==> src/rtl/i2c_pkg.sv <==
// Shared types and constants for the codec-side I2C responder.
// Holds the responder state encoding and the codec frame geometry.
package i2c_pkg;

  typedef enum logic [1:0] {
    IDLE,
    SHIFT,
    ACK,
    IGNORE
  } i2c_rsp_state_t;

  localparam logic [6:0] CODEC_DEV_ADDR  = 7'b0011010;
  localparam int         I2C_FRAME_BYTES = 3;

endpackage

==> src/rtl/i2c_bus_sync.sv <==
// SCL/SDA synchroniser with edge, START and STOP detection.
// Flops reset to the idle bus level so release from reset is quiet.
module i2c_bus_sync #(
  parameter int STAGES = 2
) (
  input  logic clk,
  input  logic rst_n,
  input  logic scl,
  input  logic sda,
  output logic scl_rise,
  output logic scl_fall,
  output logic sda_sync,
  output logic start_det,
  output logic stop_det
);

  logic [STAGES-1:0] scl_q;
  logic [STAGES-1:0] sda_q;
  logic              scl_d;
  logic              sda_d;
  logic              scl_s;

  always_ff @(posedge clk or negedge rst_n) begin
    if (!rst_n) begin
      scl_q <= '1;
      sda_q <= '1;
      scl_d <= 1'b1;
      sda_d <= 1'b1;
    end else begin
      scl_q <= {scl_q[STAGES-2:0], scl};
      sda_q <= {sda_q[STAGES-2:0], sda};
      scl_d <= scl_q[STAGES-1];
      sda_d <= sda_q[STAGES-1];
    end
  end

  assign scl_s     = scl_q[STAGES-1];
  assign sda_sync  = sda_q[STAGES-1];
  assign scl_rise  = scl_s & ~scl_d;
  assign scl_fall  = ~scl_s & scl_d;
  assign start_det = scl_s & scl_d & sda_d & ~sda_sync;
  assign stop_det  = scl_s & scl_d & ~sda_d & sda_sync;

endmodule

==> src/rtl/i2c_codec_responder.sv <==
// I2C target modelling the codec's 3-byte write-only control port.
// Acks matching frames and strobes each 7-bit addr / 9-bit data write.
module i2c_codec_responder
  import i2c_pkg::*;
#(
  parameter logic [6:0] DEV_ADDR    = CODEC_DEV_ADDR,
  parameter int         SYNC_STAGES = 2
) (
  input  logic       i_clk,
  input  logic       i_rst_n,
  input  logic       i_sclk,
  input  logic       i_sdat,
  output logic       o_sdat_oen,
  output logic [6:0] o_reg_addr,
  output logic [8:0] o_reg_data,
  output logic       o_wr_valid,
  output logic       o_busy,
  output logic       o_nack
);

  localparam logic [1:0] LAST = 2'(I2C_FRAME_BYTES - 1);

  logic scl_rise, scl_fall, sda_sync;
  logic start_det, stop_det;

  i2c_bus_sync #(
    .STAGES(SYNC_STAGES)
  ) u_sync (
    .clk      (i_clk),
    .rst_n    (i_rst_n),
    .scl      (i_sclk),
    .sda      (i_sdat),
    .scl_rise (scl_rise),
    .scl_fall (scl_fall),
    .sda_sync (sda_sync),
    .start_det(start_det),
    .stop_det (stop_det)
  );

  i2c_rsp_state_t state, state_n;
  logic [2:0] bit_cnt, bit_n;
  logic [1:0] byte_cnt, byte_n;
  logic [7:0] shreg, sh_n;
  logic       full, full_n;
  logic [6:0] addr_tmp, addr_tmp_n;
  logic       d8, d8_n;
  logic       oen_n, busy_n, wr_n, nack_n;
  logic [6:0] raddr_n;
  logic [8:0] rdata_n;

  always_ff @(posedge i_clk or negedge i_rst_n) begin
    if (!i_rst_n) begin
      state      <= IDLE;
      bit_cnt    <= '0;
      byte_cnt   <= '0;
      shreg      <= '0;
      full       <= 1'b0;
      addr_tmp   <= '0;
      d8         <= 1'b0;
      o_sdat_oen <= 1'b0;
      o_busy     <= 1'b0;
      o_wr_valid <= 1'b0;
      o_nack     <= 1'b0;
      o_reg_addr <= '0;
      o_reg_data <= '0;
    end else begin
      state      <= state_n;
      bit_cnt    <= bit_n;
      byte_cnt   <= byte_n;
      shreg      <= sh_n;
      full       <= full_n;
      addr_tmp   <= addr_tmp_n;
      d8         <= d8_n;
      o_sdat_oen <= oen_n;
      o_busy     <= busy_n;
      o_wr_valid <= wr_n;
      o_nack     <= nack_n;
      o_reg_addr <= raddr_n;
      o_reg_data <= rdata_n;
    end
  end

  always_comb begin
    state_n    = state;
    bit_n      = bit_cnt;
    byte_n     = byte_cnt;
    sh_n       = shreg;
    full_n     = full;
    addr_tmp_n = addr_tmp;
    d8_n       = d8;
    oen_n      = o_sdat_oen;
    busy_n     = o_busy;
    wr_n       = 1'b0;
    nack_n     = 1'b0;
    raddr_n    = o_reg_addr;
    rdata_n    = o_reg_data;
    if (start_det) begin
      state_n = SHIFT;
      bit_n   = '0;
      byte_n  = '0;
      full_n  = 1'b0;
      oen_n   = 1'b0;
      busy_n  = 1'b1;
    end else if (stop_det) begin
      state_n = IDLE;
      full_n  = 1'b0;
      oen_n   = 1'b0;
      busy_n  = 1'b0;
    end else begin
      unique case (state)
        SHIFT: begin
          if (scl_rise && !full) begin
            sh_n   = {shreg[6:0], sda_sync};
            bit_n  = bit_cnt + 3'd1;
            full_n = (bit_cnt == 3'd7);
          end else if (scl_fall && full) begin
            // full byte is in shreg; decide on this falling edge
            full_n = 1'b0;
            bit_n  = '0;
            if (byte_cnt == 2'd0) begin
              if (shreg == {DEV_ADDR, 1'b0}) begin
                state_n = ACK;
                oen_n   = 1'b1;
              end else begin
                state_n = IGNORE;
                nack_n  = 1'b1;
              end
            end else begin
              if (byte_cnt == 2'd1) begin
                addr_tmp_n = shreg[7:1];
                d8_n       = shreg[0];
              end
              state_n = ACK;
              oen_n   = 1'b1;
            end
          end
        end
        ACK: begin
          if (scl_fall) begin
            oen_n  = 1'b0;
            byte_n = byte_cnt + 2'd1;
            bit_n  = '0;
            if (byte_cnt == LAST) begin
              raddr_n = addr_tmp;
              rdata_n = {d8, shreg};
              wr_n    = 1'b1;
              state_n = IGNORE;
            end else begin
              state_n = SHIFT;
            end
          end
        end
        IDLE:   ;
        IGNORE: ;
        default: ;
      endcase
    end
  end

endmodule

==> config.mk <==
export PLATFORM = sky130hd
export DESIGN_NAME = i2c_codec_responder
export DESIGN_NICKNAME = d
export VERILOG_FILES = /design/src/rtl/i2c_pkg.sv /design/src/rtl/i2c_bus_sync.sv /design/src/rtl/i2c_codec_responder.sv
export SDC_FILE = /design/constraint.sdc
export NUM_CORES = 1
export LEC_CHECK = 0
export ABC_AREA = 1
export CORE_ASPECT_RATIO = 0.5
export CORE_MARGIN = 2
export CORE_UTILIZATION = 55
export DETAILED_ROUTE_END_ITERATION = 12
export GPL_ROUTABILITY_DRIVEN = 0
export GPL_TIMING_DRIVEN = 0
export PLACE_DENSITY = 0.87
export SLEW_MARGIN = 20
export SYNTH_ARGS = -nofsm -noshare
export SYNTH_HDL_FRONTEND = slang
export SYNTH_HIERARCHICAL = 1
export SYNTH_SLANG_ARGS = --single-unit
==> constraint.sdc <==
create_clock -name i_clk -period 3.1 [get_ports i_clk]
set_input_delay 0.93 -clock i_clk [delete_from_list [all_inputs] [get_ports i_clk]]
set_output_delay 0.93 -clock i_clk [all_outputs]
set_load 0.05 [all_outputs]
; Yosys cells after proc, flatten, opt, wreduce, memory -nomap -nowiden
; Cells that the tools add are included.
[op_classes]
add_sub_neg = 2
n_reduce_logical = 19
eq_ne = 13
bitwise_logic = 15
muxes = 46
[op_table]
columns = cell, n
row1 = 1-bit two-way mux, 27
row2 = 2-bit two-way mux, 11
row3 = "4-bit inequality test, second input constant", 4
row4 = 3-bit two-way mux, 5
row5 = 4-bit AND reduction, 3
row6 = 5-bit AND reduction, 2
row7 = "8-bit by 6-bit equality test with 1-bit output, second input constant", 1
row8 = 1-bit inverter, 8
row9 = 4-bit nonzero test, 2
row10 = 1-bit AND, 7
row11 = 7-bit AND reduction, 1
row12 = 3-bit case mux with 2 select lines, 1
row13 = 2-bit nonzero test, 3
row14 = 3-bit nonzero test, 2
row15 = "5-bit inequality test, second input constant", 1
row16 = "2-bit by 1-bit equality test with 1-bit output, second input constant", 2
row17 = "2-bit equality test, second input constant", 2
row18 = 2-bit case mux with 2 select lines, 1
row19 = "3-bit by 1-bit adder with 3-bit output, second input constant", 1
row20 = "3-bit equality test, second input constant", 1
row21 = "3-bit inequality test, second input constant", 1
row22 = 3-bit AND reduction, 1
row23 = "2-bit by 1-bit adder with 2-bit output, second input constant", 1
row24 = 1-bit logical AND, 2
row25 = 5 further kinds, 5
[totals]
regBits = 50
out_inout_bits = 20
elab_cells = 112

; Longest topological paths before layout
[logic_depth]
ltp_word = 8
mapped_depth = 10

; Hierarchy
; Netlist, hierarchy kept.
[modules_own_cells]
columns = module, cells_per_inst, instances, seq_area_each_um2, area_each_um2
row1 = i2c_codec_responder, 214, 1, 1101.1, 1991.9
row2 = i2c_bus_sync, 17, 1, 157.7, 198.9

; Worst setup path after synthesis
; OpenSTA, ideal clock, no wires.
[synth_path]
path_kind = register to register
start = register u_sync.scl_q[1]
end = register bit_cnt[0]
arrival_time_ns = 1.516
required_ns = 2.979
path_slack_ns = 1.464
n_path_buf = 0
stages_incl_launch_ff = 9
path_cell_list = dfstp_2 -> nand2_1 -> nor2_1 -> nor2_2 -> inv_2 -> nor2_1 -> nand3b_2 -> nand2_1 -> o21ai_1
[synth_between]
elab_chain_len = 6
elab_cells_between_ends = 19
[synth_lines]
columns = element, line
row1 = from (decl), i2c_bus_sync.sv:17  ; logic [STAGES-1:0] scl_q;
row2 = from (signal assigned), i2c_bus_sync.sv:30  ; scl_q <= {scl_q[STAGES-2:0], scl};
row3 = 1-bit AND, i2c_bus_sync.sv:39  ; assign scl_rise = scl_s & ~scl_d;
row4 = 1-bit logical AND, i2c_codec_responder.sv:112  ; if (scl_rise && !full) begin
row5 = 3-bit two-way mux, i2c_codec_responder.sv:112
row6 = 3-bit case mux with 2 select lines, i2c_codec_responder.sv:110  ; unique case (state)
row7 = 3-bit two-way mux, i2c_codec_responder.sv:104  ; end else if (stop_det) begin
row8 = 3-bit two-way mux, i2c_codec_responder.sv:97  ; if (start_det) begin
row9 = to (signal assigned), i2c_codec_responder.sv:68  ; bit_cnt <= bit_n;
row10 = to (decl), i2c_codec_responder.sv:41  ; logic [2:0] bit_cnt, bit_n;
; Several ways; a longest one is shown, not always the timed one. The select of a mux whose other input is x is not followed.
; A chain may end at the register's enable or synchronous reset.

; Final worst setup path
[layout_path]
start = register o_reg_addr[5]
end = output port o_reg_addr[5]
[layout_lines]
columns = element, line
row1 = from (decl), i2c_codec_responder.sv:14  ; output logic [6:0] o_reg_addr,
row2 = from (signal assigned), i2c_codec_responder.sv:78  ; o_reg_addr <= raddr_n;
; No word-level cell between the ends.

==> results.yml <==
status:
  outcome: "complete, no violations"
layout:
  diodes: 0
  fin_nets: 273
  area_growth_pct: 18.8
  seq_area_sq_um: 1260
  drive_above_1_share_pct: 15.6
  fillerInstances: 284
  multi_input_area_sq_um: 792
route:
  finalWirelength_um: 3960
  vias: 1577
  drt_pass1_iterations: 5
  first_iter_violations: 66
  viasPerCell: 4.97
  wl_per_cell_um: 12.5
  ant_nets: 0
  drc_errors: 0
power_and_ir_drop:
  power_density_nw_per_um2: 727
  switching_share_pct: 38.5
  p_comb_share_pct: 35.0
  p_int_uw: 1160
  p_clk_share_pct: 21.4
  leakage_uw: 0.00127
  ir_worst_vdd_mv: 0.419
  p_switching_uw: 728
  p_seq_share_pct: 43.7
critical_path:
  startpoint: "o_reg_addr[5]$_DFFE_PN0P_"
  critPathKind: "reg -> out"
  worst_ep_arrival_time_ps: 1480
  crit_chain: "clkdlybuf4s50_1"
  cp_top_family: "buffers and inverters"
  reg2reg_slack_ps: 1250
  cp_slowest_cell: "clkdlybuf4s50_1"
  r2r_cells: 9
  rr_endpoint: "state[1]$_DFFE_PN0P_"
  end_kind: "output port"
  cp_max_fo: 2
  endpoint: "o_reg_addr[5]"
  cp-start-kind: "flop"
  cp_num_buf_inv: 1
  cp.required_ps: 2170
  cp.depth: 1
  worstReg2RegStart: "u_sync/scl_q[1]$_DFF_PN1_"
  max_stage_delay_ps: 820
sta:
  hold_violations: 0
  finClkSkew_ps: 7.35
  timing.final.crit_share_pct: 77.8
  tns_ps: 0
  slew_headroom_pct: 65.7
  min_period_ps: 2410
  setup_slack_ps: 687
  setup_viol: 0
  hold_ws_ps: 361
  fmax_ghz: 0.414
  worstMarginPinSlew_ps: 513
  slew_viol_final: 0
  rsz0062_at_grt: "false"
die:
  dieArea_sq_um: 4530
  die_h_um: 48.6
  num_io_pins: 24
  core_sq_um: 3860
  num_rows: 16
  initial_core_util_pct: 56.7
  dieWidth_um: 93.3
place:
  portBuffers: 23
  pre_cts_ws_ps: 1010
  dp_hpwl_um: 3020
clock_tree:
  ctsResizeCount: 0
  holdBufCountCts: 0
  cts_buffer_depth: 2
  cts_tree: "yes"
  h-tree-depth: 2
  clock_sinks: 50
  cts-root-buf: "clkbuf_8"
  cts_setup_buffers: 0
  numCtsBuffers: 5
  path_clk_slew_ps: 100
  clk_latency_ps: 300
synth:
  avgSynthCellArea_sq_um: 9.48
  synth_cell_types: 26
  ys_ff_latch: 50
  synthTopCellsByArea: "dfrtp_1 50%, nand2_1 13%, dfstp_2 7.2%"
  syn-num-nets: 242
  yosysTopAreaCell: "dfrtp_1"
  yosysSeqAreaShare_pct: 57.5
  netlist_instances: 231
  netlist.area_leader.share_pct: 50.3
  synth_warnings: 6
  syn_area_sq_um: 2190
global_route:
  grt_pass1_wl_um: 7050
  track_usage_pct: 20.0
  grt_pass1_vias: 1535
  overflow: 0
  antenna_found_initial: 0
  grt_start_max_net_pins: 31
min_path:
  holdCritPathClass: "reg -> reg"
job:
  drv_cap: 0
-- synth_stat cells --
cell	instances
nand2_2	2
dfstp_2	6
nor2_4	2
ha_1	7
clkinv_1	1
nand2_1	73
nor2_1	16
nor2_2	1
a21oi_1	3
nand4_1	1
nor3_1	1
inv_1	25
o21ai_2	8
buf_2	2
o21ai_1	5
nand4_4	2
inv_4	1
nor3_2	1
dfrtp_1	44
o21ai_0	17
inv_2	1
nand3_1	6
nand2_4	2
a31oi_1	1
buf_6	2
nand3b_2	1
-- kinds of logic after synthesis --
kind of cell             share of synthesized area (%)
AO/OA/AOI/OAI                                     9.19
adder cells (fa/ha/maj)                           4.00
buffers and inverters                             6.40
flip-flops                                        57.5
AND/OR/NAND/NOR                                   23.0
-- state kept, by name, indices dropped and copies added (netlist names) --
name and cells:
shreg 8, u_sync/sda_q 2, u_sync/scl_q 2, u_sync/scl_d 1
o_reg_data 9, o_reg_addr 7, addr_tmp 7, o_nack 1
o_sdat_oen 1, full 1, state 2, d8 1
o_wr_valid 1, u_sync/sda_d 1, bit_cnt 3, byte_cnt 2
o_busy 1
-- stage by stage --
stage	utilization [%]	power (uW)	cell area, sq um	instances
after floorplan	-	1320	2190	231
after global placement	64.4	1460	2490	308
after detailed placement	64.8	1500	2500	309
after CTS	67.4	1900	2600	317
after global routing	67.4	2020	2600	317
final	67.4	1890	2600	317
-- power groups by stage --
stage	registers, uW	clock network (uW)	logic, uW
finish	826	404	661
global route	841	440	742
CTS	826	410	666
detailed placement	839	0	663
global placement	830	0	631
floorplan	921	0	404
-- metal layers --
layer | vias to the layer above | global-route usage (%) | part of all wire (%)
met2 | 17 | 33.0 | 50
met5 | - | 0 | 0
met1 | 771 | 26.9 | 47
met3 | 5 | 4.52 | 2.4
li1 | 784 | - | -
met4 | 0 | 5.64 | 0.86
-- cell usage in the layout, fill, tap and decap left out, types with 3 or more instances in the layout --
master            n
dfrtp_1          44
nand2_1          73
nand3_1           6
o21ai_1           5
a21oi_1           3
dfstp_2           6
clkbuf_8          6
o21ai_0          17
o21ai_2           8
ha_1              7
inv_1            25
clkdlybuf4s50_1  22
nor2_1           16
buf_2             3
-- cell type report --
type	count	share of cell area, %
tap	54	2.60
clock inverter	2	0.625
inverter	28	4.13
sequential	50	48.4
buffer	4	1.25
clock buffer	6	3.17
timing repair buffer	24	9.42
multi-input combinational	149	30.4
-- worst min path at each step --
stage / start / endpoint / slack [ps] / cells after the start
global placement: u_sync/sda_q[0]$_DFF_PN1_ / u_sync/sda_q[1]$_DFF_PN1_ / 350 / 0
global route: u_sync/sda_q[0]$_DFF_PN1_ / u_sync/sda_q[1]$_DFF_PN1_ / 370 / 0
detailed placement: u_sync/sda_q[0]$_DFF_PN1_ / u_sync/sda_q[1]$_DFF_PN1_ / 350 / 0
finish: u_sync/sda_q[0]$_DFF_PN1_ / u_sync/sda_q[1]$_DFF_PN1_ / 360 / 0
CTS: u_sync/sda_q[0]$_DFF_PN1_ / u_sync/sda_q[1]$_DFF_PN1_ / 360 / 0
floorplan: u_sync/scl_q[0]$_DFF_PN1_ / u_sync/scl_q[1]$_DFF_PN1_ / 350 / 0
No activity file was read; power rests on OpenSTA's default activity.
